[config.mk]
export PLATFORM = sky130hd
export DESIGN_NAME = pr_region_freeze_ctrl
export DESIGN_NICKNAME = d
export VERILOG_FILES = /design/src/rtl/pr_ctrl_pkg.sv /design/src/rtl/pr_req_edge_detect.sv /design/src/rtl/pr_region_freeze_ctrl.sv
export SDC_FILE = /design/constraint.sdc
export NUM_CORES = 1
export LEC_CHECK = 0
export ABC_CLOCK_PERIOD_IN_PS = 1600
export CAP_MARGIN = 15
export CORE_AREA = 2 2 39 41
export CTS_CLUSTER_DIAMETER = 60
export CTS_CLUSTER_SIZE = 24
export DETAILED_ROUTE_END_ITERATION = 10
export DIE_AREA = 0 0 41 43
export DONT_BUFFER_PORTS = 1
export PLACE_DENSITY = 0.53
export SYNTH_ARGS = -nofsm -noshare
export SYNTH_HDL_FRONTEND = slang
export SYNTH_HIERARCHICAL = 1
export SYNTH_SLANG_ARGS = --single-unit
export TNS_END_PERCENT = 10
[constraint.sdc]
create_clock -name clk -period 1.6 [get_ports clk]
set_clock_uncertainty 0.15 [all_clocks]
set_input_delay 0.24 -clock clk [delete_from_list [all_inputs] [get_ports clk]]
set_output_delay 0.24 -clock clk [all_outputs]
set_load 0.1 [all_outputs]
[src/rtl/pr_ctrl_pkg.sv]
// rtl/pr_ctrl_pkg.sv - shared types and constants for the PR region freeze controller
package pr_ctrl_pkg;

  typedef enum logic [1:0] {
    RUN        = 2'd0,
    STOP_WAIT  = 2'd1,
    FROZEN     = 2'd2,
    START_WAIT = 2'd3
  } pr_state_e;

  localparam int ILL_FREEZE   = 0;
  localparam int ILL_UNFREEZE = 1;

endpackage

[src/rtl/pr_req_edge_detect.sv]
// rtl/pr_req_edge_detect.sv - registered rising-edge detector for a level request bit
module pr_req_edge_detect (
  input  logic clk,
  input  logic reset,
  input  logic req,
  output logic rise
);

  logic prev_q;
  logic prev_d;

  // Previous-level tracking; resets high so a request held across reset must be re-raised
  always_comb begin
    prev_d = req;
  end

  // Previous-level register
  always_ff @(posedge clk) begin
    if (reset) begin
      prev_q <= 1'b1;
    end else begin
      prev_q <= prev_d;
    end
  end

  assign rise = req & ~prev_q;

endmodule

[src/rtl/pr_region_freeze_ctrl.sv]
// rtl/pr_region_freeze_ctrl.sv - per-region PR freeze controller; optional watchdog via PR_FREEZE_TIMEOUT_EN
module pr_region_freeze_ctrl
  import pr_ctrl_pkg::*;
#(
  parameter int TIMEOUT_CYCLES = 50000,
  parameter int TIMEOUT_W      = 16
) (
  input  logic       clk,
  input  logic       reset,
  input  logic       freeze_req,
  input  logic       unfreeze_req,
  input  logic       reset_req,
  output logic       freeze_status,
  output logic       unfreeze_status,
  output logic [1:0] illegal_req,
  output logic       stop_req,
  input  logic       stop_ack,
  output logic       start_req,
  input  logic       start_ack,
  output logic       freeze,
  output logic       region_reset,
  output logic       timeout_flag
);

  pr_state_e  state_q, state_d;
  logic [1:0] ill_q, ill_d;
  logic       ustat_q, ustat_d;
  logic       rreset_q, rreset_d;
  logic       frz_rise;
  logic       unf_rise;
  logic       accept_freeze;
  logic       wd_expired;

  pr_req_edge_detect u_frz_edge (
    .clk   (clk),
    .reset (reset),
    .req   (freeze_req),
    .rise  (frz_rise)
  );

  pr_req_edge_detect u_unf_edge (
    .clk   (clk),
    .reset (reset),
    .req   (unfreeze_req),
    .rise  (unf_rise)
  );

  assign accept_freeze = (state_q == RUN) && frz_rise;

`ifdef PR_FREEZE_TIMEOUT_EN
  localparam logic [TIMEOUT_W-1:0] WD_LAST = TIMEOUT_W'(TIMEOUT_CYCLES - 1);

  logic [TIMEOUT_W-1:0] wd_cnt_q, wd_cnt_d;
  logic                 tflag_q, tflag_d;

  assign wd_expired = (state_q == STOP_WAIT) && (wd_cnt_q == WD_LAST);

  // Watchdog counts cycles spent in STOP_WAIT; flag marks a forced stop until the next accepted freeze
  always_comb begin
    wd_cnt_d = '0;
    tflag_d  = tflag_q;
    if (state_q == STOP_WAIT) begin
      wd_cnt_d = wd_cnt_q + 1'b1;
    end
    if (accept_freeze) begin
      tflag_d = 1'b0;
    end
    if (wd_expired && !stop_ack) begin
      tflag_d = 1'b1;
    end
  end

  // Watchdog registers
  always_ff @(posedge clk) begin
    if (reset) begin
      wd_cnt_q <= '0;
      tflag_q  <= 1'b0;
    end else begin
      wd_cnt_q <= wd_cnt_d;
      tflag_q  <= tflag_d;
    end
  end

  assign timeout_flag = tflag_q;
`else
  assign wd_expired = 1'b0;
  // Constant 0; the expression only keeps the watchdog parameters referenced in this build
  assign timeout_flag = (TIMEOUT_CYCLES < 0) && (TIMEOUT_W < 0);
`endif

  // Next-state, sticky illegal flags, unfreeze status and frozen-only region reset
  always_comb begin
    state_d  = state_q;
    ill_d    = ill_q;
    ustat_d  = ustat_q;
    rreset_d = 1'b0;

    if (frz_rise && (state_q != RUN)) begin
      ill_d[ILL_FREEZE] = 1'b1;
    end
    if (!freeze_req) begin
      ill_d[ILL_FREEZE] = 1'b0;
    end
    if (unf_rise && (state_q != FROZEN)) begin
      ill_d[ILL_UNFREEZE] = 1'b1;
    end
    if (!unfreeze_req) begin
      ill_d[ILL_UNFREEZE] = 1'b0;
    end

    case (state_q)
      RUN: begin
        if (frz_rise) begin
          state_d = STOP_WAIT;
          ustat_d = 1'b0;
        end
      end
      STOP_WAIT: begin
        if (stop_ack || wd_expired) begin
          state_d = FROZEN;
        end
      end
      FROZEN: begin
        if (unf_rise) begin
          state_d = START_WAIT;
        end else begin
          rreset_d = reset_req;
        end
      end
      START_WAIT: begin
        if (start_ack) begin
          state_d = RUN;
          ustat_d = 1'b1;
        end
      end
      default: begin
        state_d = RUN;
      end
    endcase
  end

  // Controller registers
  always_ff @(posedge clk) begin
    if (reset) begin
      state_q  <= RUN;
      ill_q    <= 2'b00;
      ustat_q  <= 1'b0;
      rreset_q <= 1'b0;
    end else begin
      state_q  <= state_d;
      ill_q    <= ill_d;
      ustat_q  <= ustat_d;
      rreset_q <= rreset_d;
    end
  end

  assign stop_req        = (state_q == STOP_WAIT);
  assign start_req       = (state_q == START_WAIT);
  assign freeze          = (state_q == FROZEN);
  assign freeze_status   = (state_q == FROZEN);
  assign unfreeze_status = ustat_q;
  assign illegal_req     = ill_q;
  assign region_reset    = rreset_q;

endmodule

==> flow_summary.html, run 1 <==
<table>
<tr><th>Metric</th><th>Value</th></tr>
<tr><th colspan="2">Status</th></tr>
<tr><td>Outcome</td><td>complete, no violations</td></tr>
<tr><th colspan="2">Final layout</th></tr>
<tr><td>Post-route standard cell area excluding fillers</td><td>638 µm²</td></tr>
<tr><td>Core occupancy in the finished layout</td><td>0.461</td></tr>
<tr><td>Fin cells</td><td>72</td></tr>
<tr><td>Fill cell total of the finished layout</td><td>133</td></tr>
<tr><td>Sequential cell area</td><td>168 µm²</td></tr>
<tr><td>Fraction of final layout cells with drive strength greater than 1</td><td>0.429</td></tr>
<tr><td>Fin nets</td><td>68</td></tr>
<tr><td>Area of combinational cells with multiple inputs</td><td>between 200 and 300 µm²</td></tr>
<tr><td>Relative area change from synthesis to final layout</td><td>49.6%</td></tr>
<tr><td># diodes</td><td>0</td></tr>
<tr><th colspan="2">Logic synthesis</th></tr>
<tr><td>Count of cell types in the netlist</td><td>17</td></tr>
<tr><td>Post-synthesis sequential element count</td><td>8</td></tr>
<tr><td>Post-Synthesis Cell Area</td><td>427 µm²</td></tr>
<tr><td>Post-synth top cells</td><td>sky130_fd_sc_hd__dfxtp_1, sky130_fd_sc_hd__inv_1, sky130_fd_sc_hd__ha_1, sky130_fd_sc_hd__nor2b_1</td></tr>
<tr><td>Area share of the largest cell type after synthesis</td><td>0.375</td></tr>
<tr><td>Cell with the most instances after synthesis</td><td>sky130_fd_sc_hd__dfxtp_1</td></tr>
<tr><td>Net Count, Synth</td><td>53</td></tr>
<tr><td>Ranking of synthesized cells by area</td><td>sky130_fd_sc_hd__dfxtp_1, sky130_fd_sc_hd__ha_1, sky130_fd_sc_hd__a2111oi_4</td></tr>
<tr><td>Most area-hungry cell type in the Yosys netlist</td><td>sky130_fd_sc_hd__dfxtp_1</td></tr>
<tr><td>Synthesized netlist cell count</td><td>42</td></tr>
<tr><td>Top FF cell, synth</td><td>sky130_fd_sc_hd__dfxtp_1</td></tr>
<tr><td>Number of enable-type register cells in the synthesized netlist</td><td>0</td></tr>
<tr><td>Per-instance average area after synthesis</td><td>10.2 µm²</td></tr>
<tr><td>Ys Warns</td><td>6</td></tr>
<tr><td>Share of async-settable or async-resettable flops after synthesis</td><td>0</td></tr>
<tr><td>Sequential share of the synthesized area</td><td>0.375</td></tr>
<tr><th colspan="2">Critical path</th></tr>
<tr><td>Worst endpoint required time</td><td>1210 ps</td></tr>
<tr><td>Worst reg2reg setup slack</td><td>90 ps</td></tr>
<tr><td>Critical path capture point</td><td>freeze</td></tr>
<tr><td>Start-to-end type of the worst setup path</td><td>reg2out</td></tr>
<tr><td>Critical path arrival</td><td>1120 ps</td></tr>
<tr><td>Worst setup path startpoint</td><td>state_q[0]</td></tr>
<tr><td>Length in cells of the worst reg-to-reg path</td><td>5</td></tr>
<tr><td>Worst reg2reg startpoint</td><td>state_q[1]</td></tr>
<tr><td>Kind of start point of the critical path</td><td>flop</td></tr>
<tr><td>Reg-to-reg endpoint</td><td>state_q[0]</td></tr>
<tr><td>Peak fanout along the critical path</td><td>4</td></tr>
<tr><td>Critical Path Sink Type</td><td>output port</td></tr>
<tr><th colspan="2">Power</th></tr>
<tr><td>Power dissipated by switching net loads</td><td>444 µW</td></tr>
<tr><td>Fraction of power consumed by combinational cells</td><td>0.547</td></tr>
<tr><td>Sequential Power Share</td><td>0.285</td></tr>
<tr><td>Switching power as a share of total power</td><td>0.460</td></tr>
<tr><td>Internal cell power</td><td>521 µW</td></tr>
<tr><td>PwrDens</td><td>about 1500 nW/µm²</td></tr>
<tr><td>Fraction of power consumed by the clock network</td><td>0.168</td></tr>
<tr><td>Overall Power</td><td>964 µW</td></tr>
<tr><td>IR Drop Worst-Case VDD</td><td>about 0.00066 V</td></tr>
<tr><td>Cell leakage power</td><td>0.240 nW</td></tr>
<tr><th colspan="2">Detailed routing</th></tr>
<tr><td>Total via count in the routed design</td><td>330</td></tr>
<tr><td>Vias per inst</td><td>approximately 4.6</td></tr>
<tr><td>First DRT Iteration DRCs</td><td>4</td></tr>
<tr><td>Residual DRC</td><td>0</td></tr>
<tr><td>Wirelength per Cell</td><td>11.3 µm</td></tr>
<tr><td>Remaining number of nets flagged by the antenna check after routing</td><td>0</td></tr>
<tr><td>Pre-antenna DRT Iters</td><td>4</td></tr>
<tr><td>Final wirelength</td><td>just over 800 µm</td></tr>
<tr><th colspan="2">Floorplanning</th></tr>
<tr><td>X dimension of the die</td><td>roughly 40 µm</td></tr>
<tr><td>Die Footprint</td><td>1760 µm²</td></tr>
<tr><td>Num ports</td><td>16</td></tr>
<tr><td>Core outline area</td><td>between 1000 and 1500 µm²</td></tr>
<tr><td>Site Rows</td><td>14</td></tr>
<tr><td>Starting utilization of the core area</td><td>0.308</td></tr>
<tr><td>Die Y-Extent</td><td>43 µm</td></tr>
<tr><th colspan="2">Clock tree</th></tr>
<tr><td>Worst-Skew Late Latency</td><td>250 ps</td></tr>
<tr><td>Clock transition at path regs</td><td>60 ps</td></tr>
<tr><td>Clock buffer depth</td><td>2</td></tr>
<tr><td>Total number of H-tree levels</td><td>1</td></tr>
<tr><td>TritonCTS Buffers</td><td>3</td></tr>
<tr><td>Number of clock sinks</td><td>8</td></tr>
<tr><td>Post-CTS Repair Setup Buffers</td><td>0</td></tr>
<tr><td>Clock tree from TritonCTS</td><td>done</td></tr>
<tr><td>Clk root buf</td><td>sky130_fd_sc_hd__clkbuf_4</td></tr>
<tr><th colspan="2">Global routing</th></tr>
<tr><td>Total gr overflow</td><td>0</td></tr>
<tr><td>Tot GR Track Use</td><td>0.125</td></tr>
<tr><td>Wire length of the first global-routing pass</td><td>1460 µm</td></tr>
<tr><td>Largest net degree at the start of global routing</td><td>7</td></tr>
<tr><td>Via count of the first global-routing pass</td><td>381</td></tr>
<tr><td>Antenna violations before repair</td><td>0</td></tr>
<tr><th colspan="2">Placement</th></tr>
<tr><td>Port buffer count</td><td>0</td></tr>
<tr><td>Final estimated routing congestion in global placement</td><td>0.694</td></tr>
<tr><td>Half-perimeter wire length after placement</td><td>637 µm</td></tr>
<tr><td>Total cell area at the placement stage</td><td>562 µm²</td></tr>
<tr><td>Placed insts</td><td>64</td></tr>
<tr><th colspan="2">Timing</th></tr>
<tr><td>Post-route clock period utilization</td><td>0.944</td></tr>
<tr><td>Number of hold violations in the final report</td><td>0</td></tr>
<tr><td>Upper clock frequency limit</td><td>662 MHz</td></tr>
<tr><td>Worst hold margin</td><td>11.2 ps</td></tr>
<tr><td>Final critical-path required period</td><td>1510 ps</td></tr>
<tr><td>Setup repair after global routing missed its margin</td><td>no</td></tr>
<tr><td>Total setup violations reported at the end of the flow</td><td>0</td></tr>
<tr><td>Fin. max-slew vios</td><td>0</td></tr>
<tr><th colspan="2">Worst hold path</th></tr>
<tr><td>Hold crit path type</td><td>in2reg</td></tr>
<tr><th colspan="2">Flow run</th></tr>
<tr><td>Number of max-cap violations</td><td>0</td></tr>
</table>
-- metrics by stage --
| stage | TNS [ps] | worst slack (ps) |
|---|---|---|
| 4_1_cts | 0 | 9.06 |
| 3_5_place_dp | -21.2 | -21.2 |
| 3_3_place_gp | 0 | 27.4 |
| 5_1_grt | 0 | 0.156 |
| 2_1_floorplan | 0 | 18.8 |
| 6_report | 0 | 89.4 |
-- how the worst min path moves through the flow --
stage | cells after the start | from | slack, ps | to
after floorplan | 1 | reset | 160 | unfreeze_status
after global placement | 1 | reset | 160 | unfreeze_status
after detailed placement | 1 | reset | 160 | unfreeze_status
after CTS | 2 | reset | 4 | state_q[0]
after global routing | 2 | reset | 20 | state_q[1]
final | 2 | reset | 10 | state_q[0]
-- layer usage --
metal	GRT usage	vias to the layer above	routed length (µm)
met5	0	-	0
met4	0.0800	0	4
met3	0.0471	2	66
met2	0.191	15	392
met1	0.137	149	352
li1	-	164	-
-- logic make-up (layout without fill, tap and decap cells) --
logic type	Yosys count	count (layout)	synth area share
and+or+nand+nor	13	13	0.220
DFF	8	8	0.375
AOI/OAI and AO/OA	7	7	0.153
buffers and inverters	7	21	0.0792
adders and majority gates	4	4	0.117
muxes	2	2	0.0469
other	1	1	0.00879
-- critical path: stages, from the launching register on --
cell and delay [ps]:
sky130_fd_sc_hd__dfxtp_4 370, sky130_fd_sc_hd__inv_2 80, sky130_fd_sc_hd__ha_4 160, sky130_fd_sc_hd__buf_12 250
-- final cells by class --
type | count | share of cell area
multi-input cells | 27 | 0.459
flip-flops and latches | 8 | 0.263
repair buffers | 12 | 0.176
clock buffers | 4 | 0.0412
well taps | 16 | 0.0314
inverters | 5 | 0.0294
-- cell usage in the layout (no fill, tap or decap), drive strengths merged --
cell type	n
buf	8
dfxtp	8
inv	5
nor2b	5
dlygate4sd3	4
ha	4
clkbuf	4
a21oi	3
nand2b	3
nor3b	2
mux2i	2
or2	2
a2111oi	1
and3b	1
o31ai	1
o211ai	1
o21bai	1
conb	1
-- repair_timing --
action | 4_1_cts | 5_1_grt
endpoints found under the setup margin | 2 | 5
hold endpoints to repair | 7 | 0
pin swaps | 0 | 1
hold buffers | 4 | 0
gates resized for setup | 1 | 3
-- sequential cells by signal (all words and copies together) (netlist names) --
signal,flops
illegal_req,2
region_reset,1
state_q,2
u_frz_edge/prev_q,1
u_unf_edge/prev_q,1
unfreeze_status,1
-- power groups by stage --
stage / registers (mW) / logic (mW) / clock network (mW)
4_1_cts: 0.273 / 0.529 / 0.174
3_5_place_dp: 0.274 / 0.518 / 0
6_report: 0.275 / 0.528 / 0.162
5_1_grt: 0.279 / 0.565 / 0.179
3_3_place_gp: 0.268 / 0.511 / 0
2_1_floorplan: 0.288 / 0.434 / 0
Note: power is estimated with default switching activity, not from simulation.
==> run 2, diff against run 1 <==
--- a/config.mk
+++ b/config.mk
@@ -12,8 +12,7 @@
 export CTS_CLUSTER_SIZE = 24
 export DETAILED_ROUTE_END_ITERATION = 10
 export DIE_AREA = 0 0 41 43
-export DONT_BUFFER_PORTS = 1
-export PLACE_DENSITY = 0.53
+export PLACE_DENSITY = 0.7
 export SYNTH_ARGS = -nofsm -noshare
 export SYNTH_HDL_FRONTEND = slang
 export SYNTH_HIERARCHICAL = 1
==> run 2 against run 1 <==
Critical path depth up 2. Largest cell class unchanged. First-iteration DRC count down 75%. Sequential share of layout area down 4.2 points. Critical endpoint is now state_q[0]. Largest power group unchanged. Critical path type is now reg2reg. Register-to-register slack about the same. Via count down 0.91%. Design area up 19%. Sequential power about the same.
==> flow_summary.html, run 2 (synthesis gave the netlist of run 1 again) <==
<table>
<tr><th>Metric</th><th>Value</th></tr>
<tr><th colspan="2">Status</th></tr>
<tr><td>Outcome</td><td>complete, no violations</td></tr>
<tr><th colspan="2">Critical path</th></tr>
<tr><td>Worst endpoint required time</td><td>1640 ps (+430 ps)</td></tr>
<tr><td>Kind of start point of the critical path</td><td>flop</td></tr>
<tr><td>Worst reg2reg setup slack</td><td>80 ps (about the same)</td></tr>
<tr><td>Critical path capture point</td><td>state_q[0]</td></tr>
<tr><td>Critical path arrival</td><td>1570 ps (+450 ps)</td></tr>
<tr><td>Worst setup path startpoint</td><td>state_q[1]</td></tr>
<tr><td>Critical Path Sink Type</td><td>flop</td></tr>
<tr><td>Worst reg2reg startpoint</td><td>state_q[1]</td></tr>
<tr><td>Reg-to-reg endpoint</td><td>state_q[0]</td></tr>
<tr><td>Start-to-end type of the worst setup path</td><td>reg2reg</td></tr>
<tr><td>Length in cells of the worst reg-to-reg path</td><td>5 (unchanged)</td></tr>
<tr><td>Peak fanout along the critical path</td><td>4 (unchanged)</td></tr>
<tr><th colspan="2">Clock tree</th></tr>
<tr><td>Worst-Skew Late Latency</td><td>270 ps (+20 ps)</td></tr>
<tr><td>Quantity of hold-fixing buffers added after cts</td><td>0 (-4)</td></tr>
<tr><td>Clock tree from TritonCTS</td><td>done</td></tr>
<tr><td>Total number of H-tree levels</td><td>1 (unchanged)</td></tr>
<tr><td>Post-CTS Repair Setup Buffers</td><td>0 (unchanged)</td></tr>
<tr><td>Clock transition at path regs</td><td>60 ps (about the same)</td></tr>
<tr><td>TritonCTS Buffers</td><td>3 (unchanged)</td></tr>
<tr><td>Number of clock sinks</td><td>8 (unchanged)</td></tr>
<tr><td>Clk root buf</td><td>sky130_fd_sc_hd__clkbuf_4</td></tr>
<tr><td>Clock buffer depth</td><td>2 (unchanged)</td></tr>
<tr><th colspan="2">Placement</th></tr>
<tr><td>Port buffer count</td><td>14 (+14)</td></tr>
<tr><td>Total cell area at the placement stage</td><td>732 µm² (+30%)</td></tr>
<tr><td>Half-perimeter wire length after placement</td><td>732 µm (+15%)</td></tr>
<tr><td>Final estimated routing congestion in global placement</td><td>0.778 (+12%)</td></tr>
<tr><td>Worst slack at placement</td><td>-191 ps (-169 ps)</td></tr>
<tr><td>Placed insts</td><td>73 (+14%)</td></tr>
<tr><th colspan="2">Floorplanning</th></tr>
<tr><td>Num ports</td><td>16 (unchanged)</td></tr>
<tr><td>Die Y-Extent</td><td>43 µm (unchanged)</td></tr>
<tr><td>Starting utilization of the core area</td><td>0.308 (unchanged)</td></tr>
<tr><td>Site Rows</td><td>14 (unchanged)</td></tr>
<tr><td>X dimension of the die</td><td>41 µm (unchanged)</td></tr>
<tr><td>Core outline area</td><td>1380 µm² (unchanged)</td></tr>
<tr><td>Die Footprint</td><td>1760 µm² (unchanged)</td></tr>
<tr><th colspan="2">Worst hold path</th></tr>
<tr><td>Cells on Worst Hold Path</td><td>2 (unchanged)</td></tr>
<tr><td>Hold crit path type</td><td>reg2reg</td></tr>
<tr><th colspan="2">Detailed routing</th></tr>
<tr><td>Vias per inst</td><td>4.30 (-6.1%)</td></tr>
<tr><td>Remaining number of nets flagged by the antenna check after routing</td><td>0 (unchanged)</td></tr>
<tr><td>Wirelength per Cell</td><td>11.5 µm (+1.6%)</td></tr>
<tr><td>First DRT Iteration DRCs</td><td>1 (-3)</td></tr>
<tr><td>Pre-antenna DRT Iters</td><td>2 (-2)</td></tr>
<tr><td>Residual DRC</td><td>0 (unchanged)</td></tr>
<tr><td>Final wirelength</td><td>875 µm (+7.2%)</td></tr>
<tr><td>Total via count in the routed design</td><td>327 (-0.91%)</td></tr>
<tr><th colspan="2">Global routing</th></tr>
<tr><td>Largest net degree at the start of global routing</td><td>11 (+4)</td></tr>
<tr><td>Antenna violations before repair</td><td>0 (unchanged)</td></tr>
<tr><td>Total gr overflow</td><td>0 (unchanged)</td></tr>
<tr><td>Via count of the first global-routing pass</td><td>341 (-10%)</td></tr>
<tr><td>Wire length of the first global-routing pass</td><td>1430 µm (-2.3%)</td></tr>
<tr><td>Tot GR Track Use</td><td>0.131 (+0.00566)</td></tr>
<tr><th colspan="2">Final layout</th></tr>
<tr><td>Fin nets</td><td>72 (+5.9%)</td></tr>
<tr><td># diodes</td><td>0 (unchanged)</td></tr>
<tr><td>Commonest cells after routing, fill and taps aside</td><td>sky130_fd_sc_hd__buf_12, sky130_fd_sc_hd__dfxtp_1, sky130_fd_sc_hd__clkdlybuf4s50_1</td></tr>
<tr><td>Fraction of final layout cells with drive strength greater than 1</td><td>0.417 (-0.0119)</td></tr>
<tr><td>Most common cell after layout, fill and taps aside</td><td>sky130_fd_sc_hd__buf_12</td></tr>
<tr><td>Core occupancy in the finished layout</td><td>0.548 (+0.0868)</td></tr>
<tr><td>Post-route standard cell area excluding fillers</td><td>758 µm² (+19%)</td></tr>
<tr><td>Fin cells</td><td>76 (+5.6%)</td></tr>
<tr><td>Relative area change from synthesis to final layout</td><td>77.7%</td></tr>
<tr><th colspan="2">Power</th></tr>
<tr><td>Cell leakage power</td><td>0.279 nW (+16%)</td></tr>
<tr><td>IR Drop Worst-Case VDD</td><td>0.000551 V (-17%)</td></tr>
<tr><td>PwrDens</td><td>1390 nW/µm² (-8.3%)</td></tr>
<tr><th colspan="2">Timing</th></tr>
<tr><td>Total setup violations reported at the end of the flow</td><td>0 (unchanged)</td></tr>
<tr><td>Post-route clock period utilization</td><td>0.953 (+0.00846)</td></tr>
<tr><td>Fin. max-slew vios</td><td>0 (unchanged)</td></tr>
<tr><td>Setup repair after global routing missed its margin</td><td>no</td></tr>
<tr><td>Final Worst Setup Slack</td><td>75.8 ps (-13.5 ps)</td></tr>
<tr><td>Number of hold violations in the final report</td><td>0 (unchanged)</td></tr>
<tr><td>Final critical-path required period</td><td>1520 ps (+13.5 ps)</td></tr>
<tr><td>Upper clock frequency limit</td><td>656 MHz (-0.89%)</td></tr>
<tr><th colspan="2">Flow run</th></tr>
<tr><td>Number of max-cap violations</td><td>0 (unchanged)</td></tr>
</table>
run 2: changes by cell type in the layout (fill, tap and decap cells not counted):
cell                              delta
sky130_fd_sc_hd__nor2b_1             -1
sky130_fd_sc_hd__nor2b_2             +1
sky130_fd_sc_hd__inv_1               +1
sky130_fd_sc_hd__inv_2               -1
sky130_fd_sc_hd__buf_4               -5
sky130_fd_sc_hd__o31ai_1             +1
sky130_fd_sc_hd__o31ai_2             -1
sky130_fd_sc_hd__clkdlybuf4s50_1     +6
sky130_fd_sc_hd__buf_12              +7
sky130_fd_sc_hd__dlygate4sd3_1       -4
run 2: what timing repair did:
action,CTS,global route
resized for setup,0,3
endpoints found under the setup margin,0,2
hold endpoints to repair,0,0
run 2: critical path: stages (launching register included):
cell                        delay (ps)
sky130_fd_sc_hd__dfxtp_4           390
sky130_fd_sc_hd__inv_2              60
sky130_fd_sc_hd__ha_4              170
sky130_fd_sc_hd__nor2b_4           130
sky130_fd_sc_hd__a2111oi_4         320
sky130_fd_sc_hd__mux2i_1           220
run 2: layout make-up:
| cell class | count | area [µm²] |
|---|---|---|
| fillers | 121 | 626 |
| multi-input cells | 27 | 290 |
| repair buffers | 16 | 235 |
| flip-flops and latches | 8 | 168 |
| clock buffers | 4 | 26.3 |
| well taps | 16 | 20.0 |
| inverters | 5 | 18.8 |
run 2: layer usage:
layer  global-route usage  vias up  wire (µm)
met4                0.120        0         29
met5                    0        -          0
met1                0.123      139        345
met2                0.203       14        447
li1                     -      171          -
met3               0.0471        3         52
run 2: how the worst min path moves through the flow:
| stage | startpoint | to |
|---|---|---|
| after floorplan | reset | unfreeze_status |
| after global placement | unfreeze_status | unfreeze_status |
| after detailed placement | unfreeze_status | unfreeze_status |
| after CTS | unfreeze_status | unfreeze_status |
| after global routing | unfreeze_status | unfreeze_status |
| final | unfreeze_status | unfreeze_status |
run 2: metrics by stage:
stage	TNS [ps]	hold slack, ps	power, mW
after floorplan	0	159	0.721
after global placement	-321	352	0.880
after detailed placement	-386	371	0.895
after CTS	0	380	1.08
after global routing	0	398	1.10
final	0	372	1.05
run 2: power by group:
group	leakage [nW]	internal (mW)	switching [mW]
Clock	0.0150	0.0961	0.0789
Sequential	0.0668	0.233	0.0395
Combinational	0.197	0.255	0.349
Total	0.279	0.584	0.467
